===== config.mk =====
export PLATFORM = sky130hd
export DESIGN_NAME = inst_imm_encoder
export DESIGN_NICKNAME = d
export VERILOG_FILES = /design/src/rtl/inst_imm_encoder.sv
export SDC_FILE = /design/constraint.sdc
export NUM_CORES = 1
export LEC_CHECK = 0
export BUFFER_PORTS_ARGS = -buffer_cell sky130_fd_sc_hd__buf_2
export CAP_MARGIN = 20
export CORE_ASPECT_RATIO = 0.75
export CORE_UTILIZATION = 25
export CTS_BUF_LIST = sky130_fd_sc_hd__clkbuf_8
export DETAILED_ROUTE_END_ITERATION = 8
export SLEW_MARGIN = 20
export SYNTH_ARGS = -nofsm -noshare
export SYNTH_HDL_FRONTEND = slang
export SYNTH_SLANG_ARGS = --single-unit

===== constraint.sdc =====
create_clock -name clk -period 2.9 [get_ports clk]
set_clock_uncertainty 0.2 [all_clocks]
set_input_delay 0.58 -clock clk [delete_from_list [all_inputs] [get_ports clk]]
set_output_delay 0.58 -clock clk [all_outputs]
set_load 0.03 [all_outputs]

===== src/rtl/inst_imm_encoder.sv =====
// rtl/inst_imm_encoder.sv - packs imm/regs/type into a TinyRV1 ADDI/SW/JAL/BNE word behind an in-order output FIFO
// Optional immediate range flagging on out_err: INST_IMM_ENCODER_RANGE_CHECK_EN
module inst_imm_encoder #(
    parameter int DEPTH   = 2,
    parameter int COUNT_W = 16
) (
    input  logic               clk,
    input  logic               rst,
    input  logic               in_val,
    output logic               in_rdy,
    input  logic [1:0]         in_type,
    input  logic [31:0]        in_imm,
    input  logic [4:0]         in_rd,
    input  logic [4:0]         in_rs1,
    input  logic [4:0]         in_rs2,
    output logic               out_val,
    input  logic               out_rdy,
    output logic [31:0]        out_inst,
    output logic               out_err,
    output logic [COUNT_W-1:0] enc_count
);
    localparam int AW = $clog2(DEPTH);

    logic [31:0]        w_enc_inst;
    logic               w_full;
    logic               w_empty;
    logic               w_push;
    logic               w_pop;
    logic [AW:0]        r_wr_ptr;
    logic [AW:0]        r_rd_ptr;
    logic [COUNT_W-1:0] r_enc_count;
    logic [31:0]        r_mem_inst [DEPTH];

    always_comb begin
        w_enc_inst = 32'd0;
        case (in_type)
            2'd0: w_enc_inst = {in_imm[11:0], in_rs1, 3'b000, in_rd, 7'b0010011};
            2'd1: w_enc_inst = {in_imm[11:5], in_rs2, in_rs1, 3'b010, in_imm[4:0], 7'b0100011};
            2'd2: w_enc_inst = {in_imm[20], in_imm[10:1], in_imm[11], in_imm[19:12], in_rd, 7'b1101111};
            default: w_enc_inst = {in_imm[12], in_imm[10:5], in_rs2, in_rs1, 3'b001,
                                   in_imm[4:1], in_imm[11], 7'b1100011};
        endcase
    end

    // Full/empty come from registered pointers only, so in_rdy never sees out_rdy
    assign w_empty = (r_wr_ptr == r_rd_ptr);
    assign w_full  = (r_wr_ptr[AW] != r_rd_ptr[AW]) &&
                     (r_wr_ptr[AW-1:0] == r_rd_ptr[AW-1:0]);
    assign in_rdy  = !w_full;
    assign out_val = !w_empty;
    assign w_push  = in_val && !w_full;
    assign w_pop   = !w_empty && out_rdy;

    always_ff @(posedge clk or posedge rst) begin
        if (rst) begin
            r_wr_ptr    <= '0;
            r_rd_ptr    <= '0;
            r_enc_count <= '0;
        end else begin
            if (w_push) r_wr_ptr <= r_wr_ptr + 1'b1;
            if (w_pop) begin
                r_rd_ptr    <= r_rd_ptr + 1'b1;
                r_enc_count <= r_enc_count + 1'b1;
            end
        end
    end

    always_ff @(posedge clk) begin
        if (w_push) r_mem_inst[r_wr_ptr[AW-1:0]] <= w_enc_inst;
    end

    assign out_inst  = w_empty ? 32'd0 : r_mem_inst[r_rd_ptr[AW-1:0]];
    assign enc_count = r_enc_count;

`ifdef INST_IMM_ENCODER_RANGE_CHECK_EN
    logic w_enc_err;
    logic r_mem_err [DEPTH];

    // In range means every bit above the field's sign bit equals that sign bit
    always_comb begin
        w_enc_err = 1'b0;
        case (in_type)
            2'd0, 2'd1: w_enc_err = !((&in_imm[31:11]) || !(|in_imm[31:11]));
            2'd2:       w_enc_err = !((&in_imm[31:20]) || !(|in_imm[31:20])) || in_imm[0];
            default:    w_enc_err = !((&in_imm[31:12]) || !(|in_imm[31:12])) || in_imm[0];
        endcase
    end

    always_ff @(posedge clk) begin
        if (w_push) r_mem_err[r_wr_ptr[AW-1:0]] <= w_enc_err;
    end

    assign out_err = w_empty ? 1'b0 : r_mem_err[r_rd_ptr[AW-1:0]];
`else
    logic w_unused_imm;
    assign w_unused_imm = ^in_imm[31:21];
    assign out_err      = 1'b0;
`endif
endmodule

==> Word-level counts from Yosys, hierarchy flattened <==
Memories as Yosys holds them, arrays and structs flattened.
Index checks and enable logic that the tools add are counted.
{ "op_classes": {"addsub": 3, "multipliers": 0, "div": 0, "magnitude_cmp": 0, "n_eq_ne": 5, "n_shift": 0, "muxes": 4, "n_bitwise": 0, "n_reduce_logical": 6} }
{ "ops": {"columns": ["cell", "count"], "rows": [
  ["$pmux 32 s3", 1],
  ["$mux 32", 1],
  ["$add 16x1->16 const B", 1],
  ["$add 2x1->2 const B", 2],
  ["$logic_and 1x1->1", 3],
  ["$eq 2x1->1 const B", 1],
  ["$eq 2x2->1", 1],
  ["$eq 2x2->1 const B", 1],
  ["$logic_not 1->1", 2],
  ["$logic_not 2->1", 1],
  ["$mux 1", 2],
  ["$eq 1x1->1", 1],
  ["$ne 1x1->1", 1]
]} }
{ "totals": {"ff_bits": 20, "latchBits": 0, "ramBits": 64, "rom_bits": 0, "input_bits": 53, "out_inout_bits": 51, "memories": 1} }
{ "mem_list": {"columns": ["name", "words", "width", "rd", "rd_clocked_by_memory_dff", "wr", "line_no", "rtl"], "rows": [
  ["r_mem_inst", 2, 32, 1, 0, 1, "32", "logic [31:0] r_mem_inst [DEPTH];"]
]} }

==> Logic depth before layout (Yosys ltp) <==
Gate-level depths: netlist of the first run.
{ "depth": {"word_depth": 6, "depth_mapped": 7, "depth_no_buf": 5} }

==> Worst setup path after synthesis of the first run <==
No wires, ideal clock.
{ "synth_timing": {"path_kind": "flip-flop to flip-flop", "start": "register r_rd_ptr[1]", "end": "memory r_mem_inst[0][10], enable pin", "setup_ns": 0.415, "t_arrival_ns": 2.308, "setup_slack_ns": -0.023, "stages_incl_launch_ff": 5, "synth_period_minus_slack_ns": 2.923, "path_cell_list": "dfrtp_1 -> xnor2_1 -> nand2b_1 -> nand2_1 -> nor2_1"} }
{ "synth_between": {"elab_chain_cells": 6} }
{ "synth_rtl": {"columns": ["element", "line_no", "rtl"], "rows": [
  ["start: declaration", "30", "logic [AW:0] r_rd_ptr;"],
  ["start signal: assignment", "62", "r_rd_ptr <= r_rd_ptr + 1'b1;"],
  ["$ne 1x1->1", "47", "assign w_full = (r_wr_ptr[AW] != r_rd_ptr[AW]) &&"],
  ["$logic_and 1x1->1", "47", null],
  ["$logic_not 1->1", null, null],
  ["via in_rdy", "10", "output logic in_rdy,"],
  ["$logic_and 1x1->1", "51", "assign w_push = in_val && !w_full;"],
  ["$mux 1", "69", "if (w_push) r_mem_inst[r_wr_ptr[AW-1:0]] <= w_enc_inst;"],
  ["$mux 1 (not written as such)", "69", null],
  ["end: declaration", "32", null]
]} }
The timed path passes the listed nets, and every way through them passes these cells.

==> Final worst setup path of the first run <==
{ "layout_timing": {"start": "register r_wr_ptr[0]", "end": "output out_inst[19]"} }
{ "layout_between": {"elab_chain_cells": 2} }
{ "layout_rtl": {"columns": ["element", "line_no", "rtl"], "rows": [
  ["start: declaration", "29", "logic [AW:0] r_wr_ptr;"],
  ["start signal: assignment", "60", "if (w_push) r_wr_ptr <= r_wr_ptr + 1'b1;"],
  ["$eq 2x2->1", "46", "assign w_empty = (r_wr_ptr == r_rd_ptr);"],
  ["$mux 32", "72", "assign out_inst = w_empty ? 32'd0 : r_mem_inst[r_rd_ptr[AW-1:0]];"],
  ["end: declaration", "18", "output logic [31:0] out_inst,"]
]} }
Every way passes these cells.

==> results of run 1 <==
## state kept, by name, indices dropped and copies added (netlist names)
register,count
r_mem_inst,58
r_wr_ptr,2
enc_count,16
r_rd_ptr,2
## layer usage
metal  up-vias  part of all wire [%]  track usage, %
met5         -                     0               0
met1      1033                    48           12.22
met2        76                    45           15.74
li1       1049                     -               -
met3         6                   6.3           3.884
met4         0                   1.1           3.761
## cells by family after synthesis
kind of cell	count (synthesis)	synth area share [%]
other	1	0.1112
XOR/XNOR	21	5.453
buffers and inverters	20	3.190
AND/OR/NAND/NOR	81	11.16
flip-flops	78	66.47
adder cells (fa/ha/maj)	1	0.3709
AO/OA/AOI/OAI	6	1.038
multiplexers	40	12.20
## what timing repair did
action                                  4_1_cts  5_1_grt
buffers inserted                              0        0
gates resized for setup                       0        1
endpoints found under the setup margin        0        7
## report_power, final
part,internal (mW),switching [mW],total (mW)
registers,1.58,0.132,1.71
clock network,0.392,0.405,0.796
logic,0.814,1.94,2.76
## path summary, 6_finish.rpt
path | start | to | slack [ns] | cells after the start
max in group asynchronous | rst | r_rd_ptr[0]$_DFFE_PP0P_ | 1.83 | 2
max | r_wr_ptr[0]$_DFFE_PP0N_ | out_inst[19] | 0.25 | 5
min in group clk | in_imm[7] | r_mem_inst[0][27]$_DFFE_PP_ | 0.21 | 1
max reg2reg | r_rd_ptr[1]$_DFFE_PP0P_ | r_mem_inst[0][6]$_DFFE_PP_ | 0.93 | 5
min reg2reg | enc_count[13]$_DFFE_PP0P_ | enc_count[13]$_DFFE_PP0P_ | 0.29 | 1
min | rst | enc_count[4]$_DFFE_PP0P_ | 0.16 | 2
## stage by stage
stage	instances	setup slack, ns	total power [mW]
6_report	514	0.2543	5.266
3_3_place_gp	499	0.4763	4.516
2_1_floorplan	248	0.3355	3.757
3_5_place_dp	499	0.4740	4.534
5_1_grt	514	0.1087	5.582
4_1_cts	514	0.07040	5.345
## cell type report
cell class | instances | area (µm²) | area share [%]
Inverter | 5 | 21.27 | 0.5052
Timing Repair Buffer | 95 | 510.5 | 12.12
Clock buffer | 9 | 123.9 | 2.942
Tap cell | 171 | 214.0 | 5.082
Multi-Input combinational cell | 150 | 1035 | 24.58
Sequential cell | 78 | 2243 | 53.28
Clock inverter | 6 | 62.56 | 1.486
## critical path: cells and delay by family (launching register included)
kind | cells | cell delay [ns]
flip-flops | 1 | 0.45
AND/OR/NAND/NOR | 2 | 0.42
buffers and inverters | 2 | 0.37
XOR/XNOR | 1 | 0.25
## placed cells by master, fill, tap and decap left out, types with 6 or more instances in the layout
master,n
buf_2,91
edfxtp_1,58
nor2_1,35
mux2i_1,31
nand2_1,21
dfrtp_1,19
xnor2_1,12
xor2_1,9
clkbuf_8,9
mux2_2,8
nand3_1,6
==> metrics.txt, run 1 <==
status complete, no violations; most area-consuming cells after synthesis edfxtp_1 52%, dfrtp_1 15%, mux2i_1 9.2%; routed wire length 6.684 mm; via-per-instance ratio 4.210; area growth from synthesis to layout 24.81%; WP data arrival between 1.5 and 2 ns; maximum vdd ir drop 0.5450 mV; number of library cell types mapped by synthesis 32; post-detailed-route count of antenna-violating nets 0; part of the Yosys area used for sequential elements ~66%; initial antenna violation count 0; effective utilization at floorplan between 20% and 30%; number of filler instances in the final layout 1333; RSZ-0062 raised after global routing no; Slowest-stage cell, CP dfrtp_1; Total Die Area approximately 14000 µm²; global-route usage over all layers under 10%; async set-or-reset flop fraction in the synthesized netlist between 20 and 30%; critical path data required time ~2.1 ns; number of H-tree levels 3; placed cell areas between 4000 and 5000 µm²; largest net degree at the start of global routing 32; vias around 2200; MaxCap Viol Count 0; remaining routing DRC violations 0; slew at the pin closest to its max-slew limit between 0.7 and 0.8 ns; share of the core filled with cells in the final layout between 30% and 40%; cell accounting for the most synthesized area edfxtp_1; initial DRC count 94; chip width approximately 140 µm; global-route wire length before repair 10.25 mm; Post-Synthesis Net Count about 300; grt ovf 0; site row count 36; static leakage around 1.8 nW; Achievable Freq 0.3780 GHz; final setup violation count 0; warnings from Yosys 0; type of the tightest min-delay check in2async; Worst Hold Margin between 0.15 and 0.2 ns; die extent in y approximately 100 µm; count of buffers inserted at the top-level ports 91; top_reg_cell synth edfxtp_1; final period demand of the worst path roughly 2.6 ns; cell at the root of the clock tree clkbuf_8; most instantiated library cell after synthesis edfxtp_1; Crit. End Element primary output; proportion of netlist area held by the largest area contributor around 52%; deepest clock path buffer count 2; startpoint-to-endpoint class of the critical path reg2out; mean cell area of the mapped netlist 13.60 µm²; Slew Viols, Final 0; Final period util between 90% and 100%; cells traversed along the worst timing path xnor2_1, and2_4, buf_12, nor2_1, buf_2; number of buffers added to fix hold violations after cts 0; # nets final between 300 and 400; Post-synth EDFFs between 50 and 60; number of clock buffers inserted by TritonCTS 9; total power density per cell area around 1300 nW/µm²; ports placed on the boundary 104; post-DP HPWL around 4.6 mm; max_slew headroom 49.61%; slowest cell delay on critical path around 0.45 ns; Core Area 13060 µm²; CP startpoint kind register; routability cong. 0.7956; total count of hold-check failures in the final report 0; post-synth design cell area 3373 µm²; biggest fanout along the worst timing path 20; Final Instance Area approximately 4200 µm²; antenna fix cells 0; top cell types by occurrence after synthesis 58 x edfxtp_1, 36 x nor2_1, 31 x mux2i_1; number of instances in the synthesized netlist 248; first-pass iteration count of the detailed router 4; Fin Setup TNS 0 ns; register bit total from synthesis 78; average wire per cell in the routed design approximately 13 µm; clock tree from TritonCTS done; Clock Sink Count between 70 and 80; Worst-path clk slew approximately 0.08 ns; insertion delay to the later sink of the worst-skew pair approximately 0.35 ns; via count of the first global-routing pass 2073; fraction of final layout cells sized beyond drive strength 1 between 30% and 40%
Power figures use the tool's default switching activity.
==> inputs of run 2 (changes only) <==
Settings changed: CORE_UTILIZATION 25 to 50, PLACE_DENSITY set to 0.78.
==> metrics.txt, run 2 (synthesis results as in run 1) <==
Crit. End Element primary output; biggest fanout along the worst timing path 22; met3 WL about 400 µm; highest-count cells in the layout ignoring fill and taps 91 x buf_2, 58 x edfxtp_1, 35 x nor2_1; via count of the first global-routing pass between 2000 and 2500; type of the tightest min-delay check in2async; area growth from synthesis to layout 22.85%; total power density per cell area 1302 nW/µm²; slowest cell delay on critical path 0.44 ns; largest net degree at the start of global routing 32; slew at the pin closest to its max-slew limit between 0.7 and 0.8 ns; cells traversed along the worst timing path xnor2_1, and2_1, buf_4, nor2_1, buf_2; effective utilization at floorplan a little over half; Core Area 6412 µm²; number of buffers added to fix hold violations after cts 0; number of H-tree levels 3; routed wire length around 6.4 mm; average wire per cell in the routed design around 15 µm; Overall Power approximately 5.4 mW; number of clock buffers inserted by TritonCTS 9; Largest register FFs 58; status complete, no violations; Clock Sink Count 78; startpoint-to-endpoint class of the critical path reg2out; CP startpoint kind register; MaxCap Viol Count 0; WP data arrival roughly 1.8 ns; Fin Setup TNS 0 ns; Slowest-stage cell, CP dfrtp_1; CP Buf/Inv Count 2; Slew Viols, Final 0; deepest clock path buffer count 2; vias about 2200; Worst Hold Margin about 0.15 ns; routability cong. 0.7375; top cell family by delay on the critical path buffers and inverters; final setup violation count 0; ports placed on the boundary roughly 100; max_slew headroom roughly half; die extent in y between 70 and 80 µm; global-route usage over all layers between 10% and 20%; cell at the root of the clock tree clkbuf_8; top sig layer met4; quantity of gates resized following cts 0; clock tree from TritonCTS done; chip width between 90 and 100 µm; grt ovf 0; total count of hold-check failures in the final report 0; static leakage between 1.5 and 2 nW; post-detailed-route count of antenna-violating nets 0; fin worst setup slack between 0.3 and 0.4 ns; initial DRC count roughly 130; final period demand of the worst path 2.598 ns; most common cell after layout, fill and taps aside buf_2; via-per-instance ratio between 5 and 6; multi-input combinational cell area about 1000 µm²; Worst-path clk slew approximately 0.080 ns; insertion delay to the later sink of the worst-skew pair 0.35 ns; met1 WL 2.769 mm; remaining routing DRC violations 0; Final period util around 90%; initial antenna violation count 0; Register Area 2243 µm²; count of buffers inserted at the top-level ports between 90 and 100; RSZ-0062 raised after global routing no; number of filler instances in the final layout approximately 500; met2 wire length approximately 3.1 mm; worst setup slack after placement 0.6914 ns; maximum vdd ir drop between 0.7 and 0.8 mV; number of setup buffers added after CTS 0; global-route wire length before repair 10.46 mm; first-pass iteration count of the detailed router 4; # nets final 396; antenna fix cells 0; fraction of final layout cells sized beyond drive strength 1 a little over a third; Achievable Freq roughly 0.38 GHz; critical path data required time between 2 and 2.5 ns; site row count 25; Total Die Area slightly above 7000 µm²; post-DP HPWL 4.331 mm
==> run 2: worst register-to-register path: stages (launching register included) <==
cell      delay [ns]
dfrtp_1         0.43
ha_1            0.21
nand3_1         0.14
a211oi_1        0.57
nand3_1         0.19
xnor2_1         0.17
==> run 2: final cells by class <==
cell class / count / area share (%)
clock buffers: 9 / 2.989
clock inverters: 7 / 2.899
inverters: 5 / 0.5133
multi-input cells: 150 / 24.76
flip-flops and latches: 78 / 54.14
well taps: 81 / 2.446
repair buffers: 98 / 12.26
==> run 2: worst paths after layout <==
path	slack (ns)	cells after the start	startpoint	endpoint
min in group clk	0.21	1	in_imm[7]	r_mem_inst[1][27]$_DFFE_PP_
max in group asynchronous	1.82	2	rst	r_rd_ptr[0]$_DFFE_PP0P_
hold / removal	0.15	2	rst	enc_count[0]$_DFFE_PP0P_
setup / recovery	0.30	5	r_wr_ptr[0]$_DFFE_PP0N_	out_inst[23]
hold reg to reg	0.28	1	enc_count[15]$_DFFE_PP0P_	enc_count[15]$_DFFE_PP0P_
setup reg to reg	0.88	5	enc_count[0]$_DFFE_PP0P_	enc_count[12]$_DFFE_PP0P_
==> run 2: per-layer routing <==
layer,GRT usage [%],up-vias
li1,-,1056
met1,23.87,1035
met2,31.69,71
met3,6.801,11
met4,9.950,0
met5,0,-
==> run 2: per-stage QoR <==
step,util (%),area [µm²],cells
after floorplan,-,3376,248
after global placement,60.82,3900,412
after detailed placement,60.82,3900,412
after CTS,64.62,4144,428
after global routing,64.62,4144,428
final,64.62,4144,428
==> run 2: where the power goes <==
| group | switching [mW] | leakage (nW) | internal, mW | total, mW |
|---|---|---|---|---|
| sequential | 0.140 | 0.798 | 1.58 | 1.72 |
| clock | 0.401 | 0.121 | 0.574 | 0.975 |
| combinational | 1.92 | 0.951 | 0.780 | 2.70 |
| total | 2.46 | 1.87 | 2.94 | 5.40 |
==> inputs of run 3 (changes only) <==
Settings changed: CELL_PAD_IN_SITES_DETAIL_PLACEMENT set to 1, CELL_PAD_IN_SITES_GLOBAL_PLACEMENT set to 2, CORE_UTILIZATION 50 to 35, PLACE_DENSITY 0.78 to unset, PLACE_DENSITY_LB_ADDON set to 0.1.
==> metrics.txt, run 3 (synthesis results as in run 1) <==
Final period util between 90% and 100%; number of H-tree levels 3; share of the core filled with cells in the final layout about 45%; static leakage between 1.5 and 2 nW; startpoint of the most critical setup path r_wr_ptr[0]$_DFFE_PP0N_; ports placed on the boundary 104; worst setup path end out_inst[5]; Total Die Area roughly 10000 µm²; Achievable Freq 0.3770 GHz; Reg2Reg Setup Slack 0.88 ns; cell at the root of the clock tree clkbuf_8; area growth from synthesis to layout 23.07%; worst reg2reg startpoint r_rd_ptr[1]$_DFFE_PP0P_; quantity of gates resized following cts 0; Overall Power around 5.2 mW; die extent in y a little under 90 µm; Fin Setup TNS 0 ns; placed cell areas between 3000 and 4000 µm²; number of setup buffers added after CTS 0; total count of hold-check failures in the final report 0; initial DRC count 109; antenna fix cells 0; total power density per cell area ~1300 nW/µm²; maximum vdd ir drop around 0.60 mV; final setup violation count 0; average wire per cell in the routed design roughly 15 µm; fraction of final layout cells sized beyond drive strength 1 35.92%; highest-count cells in the layout ignoring fill and taps 91 x buf_2, 58 x edfxtp_1, 35 x nor2_1; global-route usage over all layers 16.00%; max_slew headroom between 40% and 50%; effective utilization at floorplan around 37%; number of buffers added to fix hold violations after cts 0; Clock Sink Count slightly below 80; reg-to-reg critical path endpoint r_mem_inst[0][19]$_DFFE_PP_; first-pass iteration count of the detailed router 4; site row count 30; biggest fanout along the worst timing path 11; chip width approximately 120 µm; Crit. End Element primary output; number of clock buffers inserted by TritonCTS 9; insertion delay to the later sink of the worst-skew pair 0.34 ns; clock tree from TritonCTS done; grt ovf 0; number of filler instances in the final layout roughly 1000; deepest clock path buffer count 2; RSZ-0062 raised after global routing no; FF-to-FF path depth 5; global-route wire length before repair between 10 and 15 mm; critical path data required time 2.12 ns; CP startpoint kind register; MaxCap Viol Count 0; routability cong. 0.7066; Slew Viols, Final 0; count of placed standard cells including taps 460; Core Area about 9200 µm²; startpoint-to-endpoint class of the critical path reg2out; routed wire length slightly above 7 mm; type of the tightest min-delay check in2async; final period demand of the worst path between 2 and 3 ns; status complete, no violations; slew at the pin closest to its max-slew limit around 0.8 ns; initial antenna violation count 1; # nets final around 400; Final Instance Area roughly 4200 µm²; post-DP HPWL 5.132 mm; remaining routing DRC violations 0; via count of the first global-routing pass ~2200; most common cell after layout, fill and taps aside buf_2; vias between 2000 and 2500; post-detailed-route count of antenna-violating nets 0; WP data arrival ~1.9 ns; via-per-instance ratio 4.561; post-route non-filler standard cell count 476; Worst-path clk slew approximately 0.07 ns; Largest register FFs 58; count of buffers inserted at the top-level ports 91; largest net degree at the start of global routing 32
-- run 3: cell types whose count changed in the layout (fill, tap and decap cells not counted), sizes merged --
cell and change:
clkinv -2, bufinv -2, inv +4, buf +1
-- run 3: how the worst min path moves through the flow --
stage / startpoint / to / cells past startpoint / slack (ns)
final: rst / enc_count[1]$_DFFE_PP0P_ / 2 / 0.17
after global routing: in_imm[6] / r_mem_inst[0][26]$_DFFE_PP_ / 1 / 0.19
after CTS: rst / enc_count[1]$_DFFE_PP0P_ / 2 / 0.18
after detailed placement: enc_count[10]$_DFFE_PP0P_ / enc_count[10]$_DFFE_PP0P_ / 1 / 0.28
after global placement: enc_count[15]$_DFFE_PP0P_ / enc_count[15]$_DFFE_PP0P_ / 1 / 0.26
after floorplan: r_wr_ptr[1]$_DFFE_PP0N_ / r_wr_ptr[1]$_DFFE_PP0N_ / 1 / 0.26
-- run 3: report_power, final --
part,internal (mW),switching [mW],total (mW)
clock network,0.381,0.364,0.745
registers,1.58,0.138,1.72
logic,0.795,1.94,2.74
total,2.76,2.44,5.20
-- run 3: layout make-up --
cell class	count	area [µm²]	area share, %
clock buffer	9	123.9	2.984
clock inverter	7	53.80	1.296
inverter	5	21.27	0.5124
multi-input combinational	150	1033	24.89
sequential	78	2243	54.04
tap	128	160.2	3.858
timing repair buffer	99	515.5	12.42
-- run 3: critical path: stages (launching register included) --
cell	delay, ns
dfrtp_1	0.45
xnor2_1	0.25
and2_2	0.34
buf_4	0.24
nor2_1	0.07
buf_2	0.18
-- run 3: per-stage QoR --
stage / setup WS, ns / hold WS (ns)
3_3_place_gp: 0.6154 / 0.2560
6_report: 0.2475 / 0.1675
5_1_grt: 0.07278 / 0.1902
4_1_cts: 0.1852 / 0.1786
2_1_floorplan: 0.3355 / 0.2617
3_5_place_dp: 0.5863 / 0.2828
-- run 3: metal layers --
metal | part of all wire (%) | global-route usage, %
met5 | 0.22 | 0
met4 | 1.3 | 6.021
met1 | 48 | 21.16
met2 | 43 | 23.57
met3 | 6.6 | 6.402
